===== config.mk =====
export PLATFORM = sky130hd
export DESIGN_NAME = lsu_mem_req
export DESIGN_NICKNAME = d
export VERILOG_FILES = /design/src/rtl/lsu_pkg.sv /design/src/rtl/lsu_store_align.sv /design/src/rtl/lsu_mem_req.sv
export SDC_FILE = /design/constraint.sdc
export NUM_CORES = 1
export LEC_CHECK = 0
export BUFFER_PORTS_ARGS = -buffer_cell sky130_fd_sc_hd__buf_2
export CORE_ASPECT_RATIO = 1.1
export CORE_MARGIN = 1.5
export CORE_UTILIZATION = 50
export CTS_BUF_LIST = sky130_fd_sc_hd__clkbuf_16
export DETAILED_ROUTE_END_ITERATION = 8
export PLACE_DENSITY = 0.9
export SETUP_SLACK_MARGIN = 0.05
export SKIP_CTS_REPAIR_TIMING = 1
export SKIP_LAST_GASP = 1
export SYNTH_ARGS = -nofsm -noshare
export SYNTH_HDL_FRONTEND = slang
export SYNTH_SLANG_ARGS = --single-unit

===== constraint.sdc =====
create_clock -name CLK -period 2.93 [get_ports CLK]
set_input_delay 0.4395 -clock CLK [delete_from_list [all_inputs] [get_ports CLK]]
set_output_delay 0.4395 -clock CLK [all_outputs]
set_load 0.01 [all_outputs]

===== src/rtl/lsu_pkg.sv =====
// Shared types and constants for the load/store request unit of the memory stage.
package lsu_pkg;

    localparam int unsigned XLEN  = 32;
    localparam int unsigned BYTES = XLEN / 8;
    localparam int unsigned RD_W  = 5;

    typedef enum logic [1:0] {
        SZ_B = 2'b00,
        SZ_H = 2'b01,
        SZ_W = 2'b10
    } size_e;

    typedef enum logic [1:0] {
        IDLE   = 2'd0,
        REQ    = 2'd1,
        WAIT_R = 2'd2
    } state_e;

    localparam logic [BYTES-1:0] STRB_NONE = 4'b0000;
    localparam logic [BYTES-1:0] STRB_B    = 4'b0001;
    localparam logic [BYTES-1:0] STRB_H    = 4'b0011;
    localparam logic [BYTES-1:0] STRB_W    = 4'b1111;

    // Writeback context captured at accept and replayed when load data returns.
    typedef struct packed {
        logic [RD_W-1:0]  rd;
        logic             rd_wen;
        logic             lsign;
        logic [BYTES-1:0] rstrb;
        logic             load;
    } ld_ctx_t;

endpackage


===== src/rtl/lsu_store_align.sv =====
// Byte-lane alignment shared by stores and loads: replicated write data,
// write/read strobes and the misalignment flag for a given size and offset.
module lsu_store_align
    import lsu_pkg::*;
(
    input  logic [1:0]       addr_lo,
    input  logic [1:0]       size,
    input  logic [XLEN-1:0]  rs2,
    output logic [XLEN-1:0]  wdata_c,
    output logic [BYTES-1:0] wstrb_c,
    output logic [BYTES-1:0] rstrb_c,
    output logic             misalign_c
);

    // Encodings other than byte/half behave as a word access.
    always_comb begin
        wdata_c    = rs2;
        wstrb_c    = STRB_W;
        misalign_c = 1'b0;
        case (size)
            SZ_B: begin
                wdata_c = {4{rs2[7:0]}};
                wstrb_c = STRB_B << addr_lo;
            end
            SZ_H: begin
                wdata_c    = {2{rs2[15:0]}};
                wstrb_c    = STRB_H << addr_lo;
                misalign_c = addr_lo[0];
            end
            default: begin
                misalign_c = |addr_lo;
            end
        endcase
        rstrb_c = wstrb_c;
    end

endmodule


===== src/rtl/lsu_mem_req.sv =====
// Memory-stage load/store request unit: issues word-aligned data-memory requests
// over req/gnt, collects load data, and forwards ALU results to WriteBack.
module lsu_mem_req
    import lsu_pkg::*;
#(
    parameter int unsigned ADDR_W = 32
) (
    input  logic              CLK,
    input  logic              RSTN,
    input  logic              ex_vld,
    output logic              ex_ready,
    input  logic [XLEN-1:0]   ex_alu_out,
    input  logic              ex_load,
    input  logic              ex_store,
    input  logic [1:0]        ex_size,
    input  logic              ex_lsign,
    input  logic [XLEN-1:0]   ex_rs2_data,
    input  logic [RD_W-1:0]   ex_rd,
    input  logic              ex_rd_wen,
    output logic              mem_req,
    output logic              mem_we,
    output logic [ADDR_W-1:0] mem_addr,
    output logic [XLEN-1:0]   mem_wdata,
    output logic [BYTES-1:0]  mem_wstrb,
    input  logic              mem_gnt,
    input  logic [XLEN-1:0]   mem_rdata,
    input  logic              mem_rvld,
    output logic [XLEN-1:0]   lsu_out,
    output logic              lsu_out_vld,
    output logic [XLEN-1:0]   lsu_mem_rdata,
    output logic              lsu_mem_rvld,
    output logic [BYTES-1:0]  lsu_rstrb,
    output logic [RD_W-1:0]   lsu_rd,
    output logic              lsu_rd_wen,
    output logic              lsu_lsign,
    output logic              lsu_misalign
);

    state_e           state_q;
    state_e           state_d;
    ld_ctx_t          ctx_q;

    logic [XLEN-1:0]  al_wdata;
    logic [BYTES-1:0] al_wstrb;
    logic [BYTES-1:0] al_rstrb;
    logic             al_misalign;

    logic             accept;
    logic             alu_fire;
    logic             mis_fire;
    logic             mem_fire;
    logic             ld_done;

    lsu_store_align u_align (
        .addr_lo    (ex_alu_out[1:0]),
        .size       (ex_size),
        .rs2        (ex_rs2_data),
        .wdata_c    (al_wdata),
        .wstrb_c    (al_wstrb),
        .rstrb_c    (al_rstrb),
        .misalign_c (al_misalign)
    );

    // ex_ready is a registered copy of "FSM is IDLE", so it gates acceptance directly.
    assign accept = ex_vld & ex_ready;

    always_ff @(posedge CLK or negedge RSTN) begin
        if (!RSTN) begin
            state_q <= IDLE;
        end else begin
            state_q <= state_d;
        end
    end

    always_comb begin
        state_d  = state_q;
        alu_fire = 1'b0;
        mis_fire = 1'b0;
        mem_fire = 1'b0;
        ld_done  = 1'b0;
        case (state_q)
            IDLE: begin
                if (accept) begin
                    if (!(ex_load | ex_store)) begin
                        alu_fire = 1'b1;
                    end else if (al_misalign) begin
                        mis_fire = 1'b1;
                    end else begin
                        mem_fire = 1'b1;
                        state_d  = REQ;
                    end
                end
            end
            REQ: begin
                if (mem_gnt) begin
                    state_d = ctx_q.load ? WAIT_R : IDLE;
                end
            end
            WAIT_R: begin
                if (mem_rvld) begin
                    ld_done = 1'b1;
                    state_d = IDLE;
                end
            end
            default: begin
                state_d = IDLE;
            end
        endcase
    end

    // Handshake and pulse outputs.
    always_ff @(posedge CLK or negedge RSTN) begin
        if (!RSTN) begin
            ex_ready     <= 1'b0;
            mem_req      <= 1'b0;
            lsu_out_vld  <= 1'b0;
            lsu_mem_rvld <= 1'b0;
            lsu_misalign <= 1'b0;
            lsu_rd_wen   <= 1'b0;
        end else begin
            ex_ready     <= (state_d == IDLE);
            mem_req      <= (state_d == REQ);
            lsu_out_vld  <= alu_fire;
            lsu_mem_rvld <= ld_done;
            lsu_misalign <= mis_fire;
            lsu_rd_wen   <= alu_fire ? ex_rd_wen : (ld_done ? ctx_q.rd_wen : 1'b0);
        end
    end

    // Request fields stay stable from accept through grant.
    always_ff @(posedge CLK or negedge RSTN) begin
        if (!RSTN) begin
            mem_we    <= 1'b0;
            mem_addr  <= '0;
            mem_wdata <= '0;
            mem_wstrb <= STRB_NONE;
            ctx_q     <= '0;
        end else if (mem_fire) begin
            mem_we    <= ex_store;
            mem_addr  <= {ex_alu_out[ADDR_W-1:2], 2'b00};
            mem_wdata <= al_wdata;
            mem_wstrb <= ex_store ? al_wstrb : STRB_NONE;
            ctx_q     <= '{rd:     ex_rd,
                           rd_wen: ex_rd_wen,
                           lsign:  ex_lsign & ((ex_size == SZ_B) | (ex_size == SZ_H)),
                           rstrb:  al_rstrb,
                           load:   ex_load};
        end
    end

    // WriteBack payload; fields hold between valid pulses.
    always_ff @(posedge CLK or negedge RSTN) begin
        if (!RSTN) begin
            lsu_out       <= '0;
            lsu_mem_rdata <= '0;
            lsu_rd        <= '0;
            lsu_rstrb     <= STRB_NONE;
            lsu_lsign     <= 1'b0;
        end else if (alu_fire) begin
            lsu_out <= ex_alu_out;
            lsu_rd  <= ex_rd;
        end else if (ld_done) begin
            lsu_mem_rdata <= mem_rdata;
            lsu_rd        <= ctx_q.rd;
            lsu_rstrb     <= ctx_q.rstrb;
            lsu_lsign     <= ctx_q.lsign;
        end
    end

endmodule


==> flow_summary.toml <==
[outcome]
status = "finished, final reports clean"

[critical_path]
start_kind = "flip-flop"
cp.arrival_ns = 2.35
crit_type = "reg -> reg"
cpMaxStageDelayCell = "inv_2"
cp_cell_sequence = "and4bb_2 > nand2_2 > inv_2 > mux2_2"
reg2reg_slack_ns = 0.88
crit_path_end_kind = "flip-flop"
reg2reg_depth = 4
crit_fanout = 34
rr_startpoint = "state_q[1]"
slowest_delay_ns = 0.56
required_ns = 3.22
r2r-end = "lsu_out[2]"

[timing]
relSlewSlack_pct = 49.8
final-hold-violation-count = 0
tightest_slew_ns = 0.752
skew_ns = 0.00685
finalCriticalPeriod_ns = 2.05
setup_violations = 0
grt_setup_unrepaired = "no"
period_share_pct = 70.1
fmax_mhz = 487
fin_setup_tns_ns = 0
maxSlewViolCount = 0

[clock_network]
cts_tree = "yes"
path_clk_slew_ns = 0.06
root_buffer = "clkbuf_16"
cts_buffers = 17
cts_buffer_depth = 2
h-tree-depth = 4
clock_latency_ns = 0.41
clock-sinks = 161

[placed_design]
portBuffers = 258
gp_congestion = 0.765
hpwl_mm = 11.0
dp_cells = 900

[die]
rows = 44
die-area_um2 = 14300
dieHeight_um = 125
start_util_pct = 51.5
die_w_um = 114
core_um2 = 13200
ios = 261

[yosys]
muxShareOfSynthArea_pct = 26.0
synth_compound_area_share_pct = 3.07
synth_cells = 498
synth-edff-count = 0
synthXorXnorAreaFrac_pct = 0
seq_area_frac_synth_pct = 59.3
synth_flop_cell = "dfrtp_1"
synth_area_um2 = 6800
syn_avg_cell_area_um2 = 13.7
synth_cell_types = 35
synth_adder_area_share_pct = 0
ys_warn_count = 0
ys_ff_latch = 161
synth_top_family_by_area = "multiplexers"
synth-simple-area-share_pct = 8.47
synth-async-reset-ratio_pct = 100

[global_routing]
antenna_found_initial = 0
grt_usage_pct = 21.7
grt_pass1_wl_mm = 23.9
grt_overflow_total = 0
grt_max_degree = 78
grt_pass1_vias = 4718

[worst_hold_path]
hold_path.class = "in -> async"

[final_layout]
mostFrequentLayoutCells = "257 x buf_2, 161 x dfrtp_1, 116 x nand2_1"
syn_to_final_growth_pct = 29.6
multiInputGateArea_um2 = 2560
final_util_pct = 66.7
regArea_um2 = 4030
drive_gt1_share_pct = 55.0
stdcell_count = 932
n_fill_cell = 986
num_antenna_cells = 0
fin_nets = 870
layout_commonest_cell = "buf_2"

[routing]
viasPerCell = 4.99
post-route-drc-count = 0
num_vias = 4647
drtIter0Drc = 194
firstDrtPassIters = 5
drt_wl_total_mm = 15.1
routedWlPerCell_um = 16.2
ant_nets = 0

[flow_run]
cap_violations = 0

[power]
powerDensity_nw_per_um2 = 1070
leakage_nw = 4.82
ir_worst_vdd_v = 0.000616
==> registers in the layout, summed over array words and instances, names as in the netlist, 2 cells and up <==
register       count
ctx_q             12
mem_addr          30
mem_wdata         32
lsu_out           32
mem_wstrb          4
lsu_rstrb          4
lsu_rd             5
lsu_mem_rdata     32
state_q            2
==> cell type report <==
| cell class | count | area share, % |
|---|---|---|
| Timing Repair Buffer | 266 | 15.8 |
| Clock buffer | 17 | 4.83 |
| Sequential cell | 161 | 45.7 |
| Tap cell | 161 | 2.29 |
| Multi-Input combinational cell | 304 | 29.1 |
| Clock inverter | 15 | 1.92 |
| Inverter | 8 | 0.341 |
==> report_power, final <==
part	switching (mW)	total, mW	internal [mW]
clock	0.873	2.21	1.34
combinational	1.54	3.36	1.82
sequential	0.573	3.84	3.27
total	2.99	9.41	6.43
==> synthesized netlist by cell type (6+ instances only) <==
master | number | area [um^2]
mux2_2 | 50 | 563
buf_6 | 8 | 90.1
inv_1 | 7 | 26.3
dfrtp_1 | 161 | 4030
o21ai_0 | 15 | 75.1
mux2_4 | 71 | 1070
mux2i_1 | 14 | 140
nor2_1 | 7 | 26.3
nand2_1 | 116 | 435
clkbuf_1 | 6 | 22.5
==> how the worst max path moves through the flow <==
stage | end | slack [ns] | from
finish | lsu_out[2] | 0.88 | state_q[1]
global route | lsu_out[20] | 0.76 | state_q[1]
CTS | lsu_out[28] | 0.84 | state_q[1]
detailed placement | mem_addr[15] | 0.77 | ex_size[0]
global placement | mem_addr[15] | 0.78 | ex_size[0]
floorplan | mem_wdata[10] | 1.19 | ex_size[1]
==> metrics by stage <==
step | power (mW) | cell area (um^2) | worst slack, ns | hold WS, ns
floorplan | 5.81 | 6800 | 1.19 | 0.144
global placement | 7.09 | 8220 | 0.776 | 0.451
detailed placement | 7.26 | 8220 | 0.768 | 0.461
CTS | 9.52 | 8810 | 0.841 | 0.0672
global route | 9.95 | 8810 | 0.760 | 0.106
finish | 9.41 | 8810 | 0.877 | 0.0603
==> critical path, delay by kind of cell, from the launching register on <==
family | cells | cell delay [ns]
buf+inv | 1 | 0.56
simple gates | 2 | 0.52
flops | 1 | 0.41
mux | 1 | 0.41
==> logic make-up after synthesis <==
group / after synthesis
DFF: 161
and+or+nand+nor: 139
muxes: 135
buffers and inverters: 34
AOI/OAI and AO/OA: 28
other: 1
==> layer usage <==
layer  vias up  wire [um]  track usage (%)
met1      2250       6150             25.2
li1       2198          -                -
met2       174       7810             38.2
met4         0        317             8.82
met3        25        815             5.14
met5         -          0                0
No activity file was read; power rests on OpenSTA's default activity.
